--- src/rtl/byte_parity_pkg.sv ---
// Shared types, widths and the masked-parity helper for the byte parity scheduler.
package byte_parity_pkg;
  localparam int DATA_W  = 8;
  localparam int DP_W    = 9;
  localparam int NUM_REQ = 2;

  typedef enum logic {
    IDLE = 1'b0,
    BUSY = 1'b1
  } state_t;

  typedef struct packed {
    logic [DP_W-1:0] dp;
    logic            id;
    logic            last;
    logic            frame_par;
    logic            trunc;
  } out_beat_t;

  function automatic logic masked_par(input logic [DATA_W-1:0] d,
                                      input logic [DATA_W-1:0] en);
    return ^(d & en);
  endfunction
endpackage

--- src/rtl/byte_parity_sched_if.sv ---
// Two-requester beat bus plus the single result stream of the parity scheduler.
interface byte_parity_sched_if;
  import byte_parity_pkg::*;

  logic              req0_valid;
  logic [DATA_W-1:0] req0_data;
  logic              req0_last;
  logic              req0_ready;
  logic [DATA_W-1:0] en0_mask;

  logic              req1_valid;
  logic [DATA_W-1:0] req1_data;
  logic              req1_last;
  logic              req1_ready;
  logic [DATA_W-1:0] en1_mask;

  logic              out_valid;
  logic              out_ready;
  logic [DP_W-1:0]   out_dp;
  logic              out_id;
  logic              out_last;
  logic              out_frame_par;
  logic              out_trunc;

  modport master (
    output req0_valid, req0_data, req0_last, en0_mask,
    output req1_valid, req1_data, req1_last, en1_mask,
    output out_ready,
    input  req0_ready, req1_ready,
    input  out_valid, out_dp, out_id, out_last, out_frame_par, out_trunc
  );

  modport slave (
    input  req0_valid, req0_data, req0_last, en0_mask,
    input  req1_valid, req1_data, req1_last, en1_mask,
    input  out_ready,
    output req0_ready, req1_ready,
    output out_valid, out_dp, out_id, out_last, out_frame_par, out_trunc
  );
endinterface

--- src/rtl/byte_mask_parity.sv ---
// Combinational masked byte parity: p = XOR of d[i] & en[i].
module byte_mask_parity
  import byte_parity_pkg::*;
(
  input  logic [DATA_W-1:0] d,
  input  logic [DATA_W-1:0] en,
  output logic              p
);
  assign p = masked_par(d, en);
endmodule

--- src/rtl/byte_parity_sched.sv ---
// Frame-granular round-robin scheduler of two byte streams into one output
// register stage, tagging each beat with masked parity and frame parity.
module byte_parity_sched
  import byte_parity_pkg::*;
#(
  parameter int MAX_BEATS = 16,
  parameter int CNT_W     = 5
) (
  input logic               clk,
  input logic               rst,
  byte_parity_sched_if.slave bus
);

  logic [NUM_REQ-1:0]             valid, last, ready, par;
  logic [NUM_REQ-1:0][DATA_W-1:0] data, mask_in;

  assign valid   = {bus.req1_valid, bus.req0_valid};
  assign last    = {bus.req1_last,  bus.req0_last};
  assign data    = {bus.req1_data,  bus.req0_data};
  assign mask_in = {bus.en1_mask,   bus.en0_mask};
  assign bus.req0_ready = ready[0];
  assign bus.req1_ready = ready[1];

  state_t            state_q, state_d;
  logic              gnt_q, gnt_d;
  logic              ptr_q, ptr_d;
  logic [DATA_W-1:0] mask_q, mask_d;
  logic              acc_q, acc_d;
  logic [CNT_W-1:0]  cnt_q, cnt_d;
  logic              ovld_q, ovld_d;
  out_beat_t         ob_q, ob_d;

  // Per-requester parity against the mask captured at grant; only the
  // granted lane's result is ever consumed.
  for (genvar g = 0; g < NUM_REQ; g++) begin : g_par
    byte_mask_parity u_par (
      .d  (data[g]),
      .en (mask_q),
      .p  (par[g])
    );
  end

  logic slot_free, take, beat_par, at_max, trunc, fin;

  assign slot_free = bus.out_ready | ~ovld_q;
  assign beat_par  = par[gnt_q];
  assign at_max    = (cnt_q == CNT_W'(MAX_BEATS - 1));

  always_comb begin
    state_d = state_q;
    gnt_d   = gnt_q;
    ptr_d   = ptr_q;
    mask_d  = mask_q;
    acc_d   = acc_q;
    cnt_d   = cnt_q;
    ob_d    = ob_q;
    ovld_d  = ovld_q & ~bus.out_ready;
    ready   = '0;
    take    = 1'b0;
    trunc   = 1'b0;
    fin     = 1'b0;
    case (state_q)
      IDLE: begin
        // Grant cycle never carries a beat; the pointer breaks ties only.
        if (|valid) begin
          gnt_d   = (&valid) ? ptr_q : valid[1];
          mask_d  = mask_in[gnt_d];
          acc_d   = 1'b0;
          cnt_d   = '0;
          state_d = BUSY;
        end
      end
      BUSY: begin
        ready[gnt_q] = slot_free;
        take         = valid[gnt_q] & slot_free;
        if (take) begin
          trunc  = at_max & ~last[gnt_q];
          fin    = last[gnt_q] | trunc;
          acc_d  = acc_q ^ beat_par;
          cnt_d  = cnt_q + CNT_W'(1);
          ovld_d = 1'b1;
          ob_d   = '{dp:        {beat_par, data[gnt_q]},
                     id:        gnt_q,
                     last:      fin,
                     frame_par: acc_q ^ beat_par,
                     trunc:     trunc};
          if (fin) begin
            state_d = IDLE;
            ptr_d   = ~gnt_q;
          end
        end
      end
      default: state_d = IDLE;
    endcase
  end

  always_ff @(posedge clk or posedge rst) begin
    if (rst) begin
      state_q <= IDLE;
      gnt_q   <= 1'b0;
      ptr_q   <= 1'b0;
      mask_q  <= '0;
      acc_q   <= 1'b0;
      cnt_q   <= '0;
      ovld_q  <= 1'b0;
      ob_q    <= '0;
    end else begin
      state_q <= state_d;
      gnt_q   <= gnt_d;
      ptr_q   <= ptr_d;
      mask_q  <= mask_d;
      acc_q   <= acc_d;
      cnt_q   <= cnt_d;
      ovld_q  <= ovld_d;
      ob_q    <= ob_d;
    end
  end

  assign bus.out_valid     = ovld_q;
  assign bus.out_dp        = ob_q.dp;
  assign bus.out_id        = ob_q.id;
  assign bus.out_last      = ob_q.last;
  assign bus.out_frame_par = ob_q.frame_par;
  assign bus.out_trunc     = ob_q.trunc;

endmodule

--- src/flat_wrapper.sv ---
// flat-port wrapper written by rule: the top's interface ports become plain ports
module byte_parity_sched_flat import byte_parity_pkg::*;
#(
  parameter int MAX_BEATS = 16,
  parameter int CNT_W     = 5
)
  (clk, rst, bus_req0_valid, bus_req0_data, bus_req0_last, bus_en0_mask, bus_req1_valid, bus_req1_data, bus_req1_last, bus_en1_mask, bus_out_ready, bus_req0_ready, bus_req1_ready, bus_out_valid, bus_out_dp, bus_out_id, bus_out_last, bus_out_frame_par, bus_out_trunc);
  byte_parity_sched_if bus_i ();
  input logic clk;
  input logic rst;
  input wire logic [$bits(bus_i.req0_valid)-1:0] bus_req0_valid;
  input wire logic [$bits(bus_i.req0_data)-1:0] bus_req0_data;
  input wire logic [$bits(bus_i.req0_last)-1:0] bus_req0_last;
  input wire logic [$bits(bus_i.en0_mask)-1:0] bus_en0_mask;
  input wire logic [$bits(bus_i.req1_valid)-1:0] bus_req1_valid;
  input wire logic [$bits(bus_i.req1_data)-1:0] bus_req1_data;
  input wire logic [$bits(bus_i.req1_last)-1:0] bus_req1_last;
  input wire logic [$bits(bus_i.en1_mask)-1:0] bus_en1_mask;
  input wire logic [$bits(bus_i.out_ready)-1:0] bus_out_ready;
  output wire logic [$bits(bus_i.req0_ready)-1:0] bus_req0_ready;
  output wire logic [$bits(bus_i.req1_ready)-1:0] bus_req1_ready;
  output wire logic [$bits(bus_i.out_valid)-1:0] bus_out_valid;
  output wire logic [$bits(bus_i.out_dp)-1:0] bus_out_dp;
  output wire logic [$bits(bus_i.out_id)-1:0] bus_out_id;
  output wire logic [$bits(bus_i.out_last)-1:0] bus_out_last;
  output wire logic [$bits(bus_i.out_frame_par)-1:0] bus_out_frame_par;
  output wire logic [$bits(bus_i.out_trunc)-1:0] bus_out_trunc;
  assign bus_i.req0_valid = bus_req0_valid;
  assign bus_i.req0_data = bus_req0_data;
  assign bus_i.req0_last = bus_req0_last;
  assign bus_i.en0_mask = bus_en0_mask;
  assign bus_i.req1_valid = bus_req1_valid;
  assign bus_i.req1_data = bus_req1_data;
  assign bus_i.req1_last = bus_req1_last;
  assign bus_i.en1_mask = bus_en1_mask;
  assign bus_i.out_ready = bus_out_ready;
  assign bus_req0_ready = bus_i.req0_ready;
  assign bus_req1_ready = bus_i.req1_ready;
  assign bus_out_valid = bus_i.out_valid;
  assign bus_out_dp = bus_i.out_dp;
  assign bus_out_id = bus_i.out_id;
  assign bus_out_last = bus_i.out_last;
  assign bus_out_frame_par = bus_i.out_frame_par;
  assign bus_out_trunc = bus_i.out_trunc;
  byte_parity_sched #(.MAX_BEATS(MAX_BEATS), .CNT_W(CNT_W)) u_core (.clk(clk), .rst(rst), .bus(bus_i));
endmodule
--- config.mk ---
export PLATFORM = sky130hd
export DESIGN_NAME = byte_parity_sched_flat
export DESIGN_NICKNAME = d
export VERILOG_FILES = /design/src/rtl/byte_parity_pkg.sv /design/src/rtl/byte_parity_sched_if.sv /design/src/rtl/byte_mask_parity.sv /design/src/rtl/byte_parity_sched.sv /design/src/flat_wrapper.sv
export SDC_FILE = /design/constraint.sdc
export NUM_CORES = 1
export LEC_CHECK = 0
export ABC_AREA = 1
export CAP_MARGIN = 10
export CORE_ASPECT_RATIO = 1.2
export CORE_MARGIN = 3
export CORE_UTILIZATION = 40
export DETAILED_ROUTE_END_ITERATION = 6
export PLACE_DENSITY = 0.77
export SLEW_MARGIN = 20
export SYNTH_ARGS = -nofsm -noshare
export SYNTH_HDL_FRONTEND = slang
export SYNTH_HIERARCHICAL = 1
export SYNTH_SLANG_ARGS = --single-unit
--- constraint.sdc ---
create_clock -name clk -period 1.48 [get_ports clk]
set_input_delay 0.37 -clock clk [delete_from_list [all_inputs] [get_ports clk]]
set_output_delay 0.37 -clock clk [all_outputs]
set_load 0.01 [all_outputs]
==> results.py, run 1 <==
metrics = {
    "status": {
        "status": "finished, final reports clean",
    },
    "global_routing": {
        "grt_pass1_wl_um": 8376,
        "antenna_found_initial": 0,
        "grt_max_degree": 32,
        "grt_overflow": 0,
        "grt_usage_pct": 17.33,
        "grt_pass1_vias": 2030,
    },
    "drt": {
        "ant_nets": 0,
        "via_per_inst": 4.669,
        "first_pass_iters": 4,
        "via_count": 2129,
        "wl_um": 4919,
        "initialDrtViolationCount": 81,
        "avgRoutedWirePerCell_um": 10.79,
        "drc": 0,
    },
    "timing": {
        "tns_ns": 0,
        "hold_viol_final": 0,
        "tightest_slew_ns": 0.2308,
        "skew_ns": 0.003634,
        "drv_slew": 0,
        "final-setup-viol-count": 0,
        "max_freq_ghz": 0.6925,
        "finalCriticalPeriod_ns": 1.444,
        "rsz0062_at_grt": "true",
        "fin_ws_ns": 0.03598,
        "relSlewSlack_pct": 84.45,
        "fin_crit_sh_pct": 97.57,
    },
    "cells_and_area": {
        "stdcell_count": 456,
        "num-fill-cells": 481,
        "final_cell_area_um2": 2917,
        "syn2layout_area_growth_pct": 40.68,
        "antenna_cells": 0,
        "drive_above_1_share_pct": 24.75,
        "finish.utilization_pct": 58.63,
        "nets": 436,
    },
    "critical_path": {
        "max_stage_delay_ns": 0.37,
        "critPathCaptureType": "output port",
        "cp_top_family": "flip-flops",
        "startpoint": "u_core/bus.out_valid",
        "rr_startpoint": "u_core/mask_q[1]",
        "crit_path_cell_trace": "inv_1, nor2_2, nor3_1, buf_2",
        "cp.required_ns": 1.11,
        "worstSetupStartpointType": "register",
        "crit_arrival_ns": 1.07,
        "crit_buf_inv": 2,
        "crit_slowest_cell": "dfrtp_1",
        "worstPathMaxFanout": 3,
        "crit_type": "reg -> out",
    },
    "yosys": {
        "ys_types": 22,
        "synth_edf_count": 0,
        "postSynth.asyncResetShare_pct": 100.0,
        "yosys_register_bits": 31,
        "synth_top_area_share_pct": 37.42,
        "syn_area_per_cell_um2": 6.520,
        "ys.flop_type": "dfrtp_1",
        "synthCells": 318,
        "ys_warn_count": 6,
        "syn_area_um2": 2073,
        "synth-seq-area-share_pct": 37.42,
        "syn-num-nets": 359,
        "yosysTopAreaCell": "dfrtp_1",
        "synth_area_leaders": "dfrtp_1 37%, nand2_1 27%, nand3_1 5.6%, inv_1 5.4%, nand2_2 5.4%",
    },
    "die": {
        "core_um2": 4975,
        "die_y_um": 84.87,
        "io_pins": 55,
        "rows": 28,
        "die_area_um2": 6087,
        "die_x_um": 71.72,
        "start_util_pct": 41.68,
    },
    "pwr": {
        "cellPowerDensity_nw_per_um2": 1704,
        "p_leak_nw": 1.680,
        "ir_worst_vdd_mv": 0.6246,
    },
    "placement": {
        "dp_hpwl_um": 3740,
        "io_buffers": 54,
        "place_inst": 443,
        "place_ws_ns": -0.5012,
        "dpl_cell_area_um2": 2785,
        "gp_congestion": 0.8340,
    },
    "clock_network": {
        "cts_num_sinks": 31,
        "worstSkewPairLatency_ns": 0.29,
        "cts_max_path_buffers": 2,
        "tritoncts": "built",
        "clk_pin_slew_ns": 0.07,
        "root_buffer": "clkbuf_8",
        "holdBufCountCts": 0,
        "numCtsBuffers": 5,
        "h-tree-depth": 2,
    },
    "worst_hold_path": {
        "hold_path.class": "in -> async",
    },
    "job": {
        "maxCapViolations": 0,
    },
}
[cell families after synthesis]
group           count (synthesis)  share of synthesized area [%]
compound gates                 21                          5.612
buf+inv                        54                          12.01
fa+ha+maj                       2                          1.207
flops                          31                          37.42
xor+xnor                        1                         0.4225
simple gates                  209                          43.33
[tightest hold or removal path, stage by stage]
cell,delay [ns]
clkdlybuf4s50_1,0.39
inv_1,0.09
buf_12,0.21
[sequential cells by signal, summed over array words and instances, names as in the netlist]
name                      flops
u_core/state_q                1
u_core/bus.out_valid          1
u_core/bus.out_frame_par      1
u_core/bus.out_id             1
u_core/bus.out_dp             9
u_core/bus.out_trunc          1
u_core/cnt_q                  5
u_core/gnt_q                  1
u_core/bus.out_last           1
u_core/acc_q                  1
u_core/ptr_q                  1
u_core/mask_q                 8
[final timing paths]
kind / endpoint / slack [ns] / cells past startpoint
min: u_core/bus.out_dp[8] / 0.41 / 3
min in group clk: u_core/bus.out_last / 0.47 / 2
min reg2reg: u_core/bus.out_last / 0.47 / 2
max reg2reg: u_core/bus.out_frame_par / 0.06 / 14
max in group asynchronous: u_core/mask_q[1] / 0.90 / 3
max: bus_req0_ready / 0.04 / 4
[routing by layer]
layer	global-route usage [%]	wire length (µm)
met5	0	0
met4	8.034	139
met1	20.03	2099
met3	4.621	298
met2	29.52	2382
[timing repair]
item | 4_1_cts | 5_1_grt
gates cloned | 0 | 0
endpoints found under the setup margin | 18 | 23
setup buffers | 0 | 5
gates resized for setup | 43 | 19
pin swaps | 4 | 22
[cell usage in the layout (no fill, tap or decap)]
cell type / n
nand3_1: 21
nand2_1: 136
xor2_1: 1
dlygate4sd2_1: 31
clkinv_2: 1
nand2_4: 1
nand2_2: 32
or2_2: 8
nor3_2: 1
buf_12: 2
inv_1: 29
clkbuf_1: 2
clkbuf_8: 5
nor3_1: 1
nor2_2: 2
a21oi_4: 1
dfrtp_1: 31
nor2_1: 2
buf_6: 1
nand4_1: 3
buf_4: 19
nand3_2: 2
inv_2: 18
clkinv_8: 1
buf_2: 2
o21ai_0: 9
ha_2: 2
clkdlybuf4s50_1: 21
o21ai_1: 11
[synthesized netlist by cell type, types with 3 or more instances]
| library cell | n |
|---|---|
| nand2_1 | 150 |
| dfrtp_1 | 31 |
| inv_1 | 30 |
| nand3_1 | 23 |
| nand2_2 | 18 |
| inv_2 | 17 |
| o21ai_1 | 11 |
| o21ai_0 | 9 |
| or2_2 | 8 |
| buf_6 | 3 |
| nand4_1 | 3 |
| nor2_1 | 3 |
[stage by stage]
| step | hold slack [ns] | power [mW] |
|---|---|---|
| after CTS | 0.4188 | 4.794 |
| final | 0.4121 | 4.969 |
| after global placement | 0.4559 | 4.192 |
| after detailed placement | 0.4663 | 4.282 |
| after floorplan | 0.4646 | 3.226 |
| after global routing | 0.4468 | 5.437 |
[report_power, final]
group	switching (mW)	leakage [nW]	internal, mW	total (mW)
Clock	0.317	0.0422	0.329	0.646
Sequential	0.273	0.386	1.22	1.49
Combinational	1.59	1.25	1.24	2.83
[final cells by class]
class	count	area, µm²	share of cell area (%)
multi-input combinational	233	1106	37.92
sequential	31	775.7	26.60
inverter	48	192.7	6.607
clock inverter	1	5.005	0.1716
clock buffer	7	76.32	2.617
timing repair buffer	76	685.7	23.51
tap	60	75.07	2.574
Note: power is estimated with default switching activity, not from simulation.
==> run 2: changes to the inputs <==
- ABC_AREA: 1 -> 0
- PLACE_DENSITY: 0.77 -> 0.79
- REMOVE_ABC_BUFFERS: default -> 1
==> run 2 against run 1 <==
The flow now finishes with violations (setup timing); final cell count is 30% lower; critical endpoint is now u_core/bus.out_frame_par; total power rose by 10%; worst hold slack improved by 0.032 ns; critical path type is now reg -> reg; largest cell class unchanged; global-route usage about the same; largest power group unchanged.
==> results.py, run 2 <==
metrics = {
    "timing": {
        "max_freq_ghz": 0.6101,
        "tns_ns": -0.4074,
        "tightest_slew_ns": 0.3768,
        "drv_slew": 0,
        "fin_crit_sh_pct": 110.8,
        "skew_ns": 0.004187,
        "finalCriticalPeriod_ns": 1.639,
        "hold_viol_final": 0,
        "fin_ws_ns": -0.1592,
        "rsz0062_at_grt": "true",
        "final-setup-viol-count": 5,
        "holdWs_ns": 0.4445,
        "relSlewSlack_pct": 74.83,
    },
    "worst_hold_path": {
        "hold_path.class": "in -> async",
    },
    "yosys": {
        "postSynth.asyncResetShare_pct": 100.0,
        "synth_top_area_share_pct": 43.97,
        "ys.flop_type": "dfrtp_1",
        "synth_edf_count": 0,
        "yosysTopAreaCell": "dfrtp_1",
        "syn_area_um2": 1764,
        "ys_types": 33,
        "yosys_register_bits": 31,
        "synth_most_common_cell": "dfrtp_1",
        "synth-seq-area-share_pct": 43.97,
        "synthCells": 183,
        "synth_common_cells": "31 x dfrtp_1, 23 x nand2_1, 18 x a31oi_1",
        "synth_area_leaders": "dfrtp_1 44%, mux2i_1 7.4%, a31oi_1 6.4%, xnor2_1 6.0%, nand2_1 4.9%",
        "syn_area_per_cell_um2": 9.640,
        "ys_warn_count": 6,
    },
    "global_routing": {
        "antenna_found_initial": 0,
        "grt_max_degree": 32,
        "grt_pass1_wl_um": 6941,
        "grt_usage_pct": 17.36,
        "grt_pass1_vias": 1542,
        "grt_overflow": 0,
    },
    "status": {
        "violations": "setup timing",
        "status": "complete, but fails checks",
    },
    "drt": {
        "drc": 0,
        "initialDrtViolationCount": 102,
        "first_pass_iters": 4,
        "via_per_inst": 5.132,
        "ant_nets": 0,
        "avgRoutedWirePerCell_um": 14.01,
        "wl_um": 4454,
        "via_count": 1632,
    },
    "die": {
        "core_um2": 4098,
        "io_pins": 55,
        "start_util_pct": 43.05,
        "die_y_um": 78.75,
        "die_area_um2": 5247,
        "rows": 25,
        "die_x_um": 66.63,
    },
    "clock_network": {
        "holdBufCountCts": 0,
        "h-tree-depth": 2,
        "tritoncts": "built",
        "clk_pin_slew_ns": 0.07,
        "cts_num_sinks": 31,
        "root_buffer": "clkbuf_8",
        "cts_max_path_buffers": 2,
        "worstSkewPairLatency_ns": 0.28,
        "numCtsBuffers": 5,
    },
    "cells_and_area": {
        "nets": 304,
        "antenna_cells": 0,
        "stdcell_count": 318,
        "drive_above_1_share_pct": 22.73,
        "final_cell_mix": "32 x dlygate4sd2_1, 31 x dfrtp_1, 27 x buf_4, 23 x nand2_1, 20 x clkdlybuf4s50_1",
        "finish.utilization_pct": 66.47,
        "final_common_cell": "dlygate4sd2_1",
        "largest_register_ffs": 9,
        "syn2layout_area_growth_pct": 54.40,
        "num-fill-cells": 361,
    },
    "pwr": {
        "cellPowerDensity_nw_per_um2": 2009,
        "p_total_mw": 5.473,
        "ir_worst_vdd_mv": 0.8814,
        "p_leak_nw": 1.237,
    },
    "critical_path": {
        "cp.required_ns": 1.64,
        "crit_type": "reg -> reg",
        "critPathCaptureType": "register",
        "startpoint": "u_core/mask_q[2]",
        "r2r_slack_ns": -0.16,
        "rr_worst_depth": 8,
        "critPathCapture": "u_core/bus.out_frame_par",
        "worstSetupStartpointType": "register",
        "rr_startpoint": "u_core/mask_q[2]",
        "worstPathMaxFanout": 3,
        "crit_arrival_ns": 1.80,
        "r2r-end": "u_core/bus.out_frame_par",
    },
    "placement": {
        "io_buffers": 54,
        "dp_hpwl_um": 3240,
        "gp_congestion": 0.7585,
        "place_inst": 302,
    },
    "job": {
        "maxCapViolations": 0,
    },
}
## run 2: worst min-delay path by stage
stage | from | endpoint | slack (ns) | depth (start not counted)
2_1_floorplan | rst | u_core/acc_q | 0.47 | 1
3_3_place_gp | u_core/acc_q | u_core/acc_q | 0.49 | 1
3_5_place_dp | u_core/bus.out_trunc | u_core/bus.out_trunc | 0.50 | 1
4_1_cts | rst | u_core/mask_q[5] | 0.45 | 3
5_1_grt | rst | u_core/mask_q[5] | 0.47 | 3
6_report | rst | u_core/mask_q[5] | 0.44 | 3
## run 2: per-stage QoR
step                      setup slack, ns  instance area, µm²
after floorplan                   -0.2570                1692
after global placement            -0.5839                2505
after detailed placement          -0.6739                2505
after CTS                         -0.1723                2661
after global routing              -0.2704                2724
final                             -0.1592                2724
## run 2: report_power, final
part / internal (mW) / switching (mW)
clock: 0.544 / 0.315
sequential: 1.24 / 0.258
combinational: 1.69 / 1.43
total: 3.47 / 2.00
## run 2: cell type report
type / instances / area, µm² / area share (%)
Clock buffer: 6 / 82.58 / 3.032
Tap cell: 54 / 67.56 / 2.480
Multi-Input combinational cell: 132 / 963.4 / 35.37
Sequential cell: 31 / 775.7 / 28.48
Clock inverter: 2 / 35.03 / 1.286
Timing Repair Buffer: 86 / 773.2 / 28.39
Inverter: 7 / 26.28 / 0.9646
## run 2: what timing repair did
item                                    in CTS  in global routing
endpoints found under the setup margin      35                 15
pin swaps                                   24                  4
buffers inserted                             5                  3
gates resized for setup                     50                  8
## run 2: critical path, cell delays in order (launching register included)
cell,delay [ns]
dfrtp_1,0.40
nand2_1,0.08
xor2_1,0.18
xnor2_1,0.18
xnor2_1,0.15
mux2i_1,0.09
buf_4,0.16
xor2_2,0.19
mux2i_1,0.09
## run 2: cell families after synthesis
kind of cell	share of synthesized area (%)
AO/OA/AOI/OAI	15.74
adder cells (fa/ha/maj)	1.418
buffers and inverters	5.603
flip-flops	43.97
AND/OR/NAND/NOR	14.11
multiplexers	11.21
XOR/XNOR	7.943
## run 2: per-layer routing
layer | vias up | routed length [µm] | share of wire [%] | global-route usage (%)
li1 | 801 | - | - | -
met4 | 0 | 57 | 1.3 | 5.488
met1 | 758 | 1871 | 42 | 21.76
met2 | 67 | 2200 | 49 | 28.67
met5 | - | 0 | 0 | 0
met3 | 6 | 325 | 7.3 | 4.809
==> run 3: changes to the inputs <==
- CORE_UTILIZATION: 40 -> 46
- PLACE_DENSITY: 0.79 -> 0.88
==> run 3 against run 2 <==
The flow still finishes with violations (setup timing); via count rose by 2.5%; register-to-register slack got worse by 0.04 ns; count of clock-buffer cells in the layout did not move; maximum frequency fell by 2.2%; worst setup slack got worse by 0.037 ns; clock skew rose by 0.0033 ns; largest cell class unchanged; highest routed layer unchanged.
==> results.py, run 3 (synthesized netlist as in run 2, its figures left out) <==
metrics = {
    "cells_and_area": {
        "largest_register_ffs": 9,
        "final_cell_mix": "31 x dlygate4sd2_1, 31 x dfrtp_1, 23 x buf_4, 21 x clkdlybuf4s50_1, 19 x nand2_1",
        "nets": 303,
        "syn2layout_area_growth_pct": 58.30,
        "num-fill-cells": 264,
        "finish.utilization_pct": 76.23,
        "drive_above_1_share_pct": 27.76,
        "antenna_cells": 0,
    },
    "die": {
        "start_util_pct": 48.16,
        "die_y_um": 73.84,
        "die_area_um2": 4618,
        "io_pins": 55,
        "core_um2": 3664,
        "die_x_um": 62.54,
        "rows": 24,
    },
    "timing": {
        "tightest_slew_ns": 0.3728,
        "relSlewSlack_pct": 75.10,
        "skew_ns": 0.007497,
        "finalCriticalPeriod_ns": 1.676,
        "drv_slew": 0,
        "tns_ns": -0.5079,
        "holdWs_ns": 0.4250,
        "max_freq_ghz": 0.5965,
        "final-setup-viol-count": 7,
        "rsz0062_at_grt": "true",
        "fin_ws_ns": -0.1963,
        "fin_crit_sh_pct": 113.3,
        "hold_viol_final": 0,
    },
    "critical_path": {
        "crit_arrival_ns": 1.84,
        "worstPathMaxFanout": 3,
        "crit_type": "reg -> reg",
        "cp.required_ns": 1.65,
        "critPathCaptureType": "register",
        "worstSetupStartpointType": "register",
    },
    "pwr": {
        "p_seq_share_pct": 27.6,
        "p_int_mw": 3.371,
        "cellPowerDensity_nw_per_um2": 1940,
        "swShare_pct": 37.79,
        "p_switching_mw": 2.047,
        "p_leak_nw": 1.253,
        "ir_worst_vdd_mv": 0.8177,
        "combPwrFrac_pct": 56.2,
        "power_frac_clock_pct": 16.2,
    },
    "drt": {
        "first_pass_iters": 4,
        "ant_nets": 0,
        "avgRoutedWirePerCell_um": 15.18,
        "via_per_inst": 5.308,
        "drc": 0,
        "initialDrtViolationCount": 82,
        "wl_um": 4781,
        "via_count": 1672,
    },
    "worst_hold_path": {
        "hold_path.class": "in -> async",
    },
    "clock_network": {
        "clk_pin_slew_ns": 0.07,
        "holdBufCountCts": 0,
        "h-tree-depth": 2,
        "cts_max_path_buffers": 2,
        "cts_num_sinks": 31,
        "numCtsBuffers": 5,
        "tritoncts": "built",
        "worstSkewPairLatency_ns": 0.29,
        "root_buffer": "clkbuf_8",
    },
    "placement": {
        "dp_hpwl_um": 3236,
        "gp_congestion": 0.8140,
        "io_buffers": 54,
    },
    "global_routing": {
        "grt_max_degree": 32,
        "grt_pass1_wl_um": 7155,
        "grt_pass1_vias": 1632,
        "antenna_found_initial": 0,
        "grt_usage_pct": 20.27,
        "grt_overflow": 0,
    },
    "job": {
        "maxCapViolations": 0,
    },
    "status": {
        "violations": "setup timing",
        "status": "complete, but fails checks",
    },
}
==> run 3: cell types whose count changed in the layout (fill, tap and decap cells not counted), moves of 3 or more <==
cell / delta
xnor2_2: +3
a21oi_2: +3
nand2_1: -4
xnor2_1: -3
a21oi_1: -3
buf_4: -4
nand2_2: +4
==> run 3: critical path, stage by stage (launching register included) <==
cell	delay, ns
dfrtp_1	0.37
nand2_1	0.11
xor2_2	0.20
xnor2_1	0.21
xnor2_1	0.10
mux2i_1	0.24
xor2_1	0.22
mux2i_1	0.10
==> run 3: power by group through the flow <==
stage               clock network (mW)  logic [mW]  registers [mW]
global placement                     0        2.68            1.47
floorplan                            0        1.40            1.62
detailed placement                   0        2.74            1.49
finish                           0.878        3.04            1.50
global route                     0.929        3.31            1.54
CTS                              0.888        2.74            1.48
==> run 3: worst paths after layout <==
kind / start / end / slack (ns) / cells after the start
worst min-delay path: rst / u_core/bus.out_dp[6] / 0.43 / 3
max in group asynchronous: rst / u_core/mask_q[4] / 0.88 / 3
worst max register to register: u_core/mask_q[2] / u_core/bus.out_frame_par / -0.20 / 7
worst max-delay path: u_core/mask_q[2] / u_core/bus.out_frame_par / -0.20 / 7
worst min register to register: u_core/bus.out_id / u_core/bus.out_id / 0.51 / 1
min in group clk: u_core/bus.out_id / u_core/bus.out_id / 0.51 / 1
==> run 3: through the flow <==
stage	power, mW	cells	cell area [µm²]	setup WS (ns)
after floorplan	3.021	170	1692	-0.2570
after CTS	5.104	311	2654	-0.1271
final	5.418	315	2793	-0.1963
after global placement	4.151	301	2510	-0.5679
after global routing	5.779	315	2793	-0.2935
after detailed placement	4.227	301	2510	-0.6002
==> run 3: area by class of cell <==
type / count / area, µm² / share of cell area (%)
multi-input combinational: 132 / 1032 / 36.96
sequential: 31 / 775.7 / 27.78
timing repair buffer: 84 / 767.0 / 27.46
clock buffer: 6 / 82.58 / 2.957
tap: 52 / 65.06 / 2.330
clock inverter: 2 / 35.03 / 1.254
inverter: 7 / 30.03 / 1.075
timing repair inverter: 1 / 5.005 / 0.1792
==> run 3: per-layer routing <==
metal / GRT usage (%) / share of wire (%)
met1: 21.65 / 38
met2: 37.09 / 54
met3: 6.575 / 6.6
met4: 8.333 / 1.6
met5: 0 / 0
==> run 3: what timing repair did <==
action                                  in CTS  in global routing
pin swaps                                   21                  8
endpoints found under the setup margin      34                 20
cloned                                       0                  1
resized for setup                           51                 25
buffers inserted                             2                  3
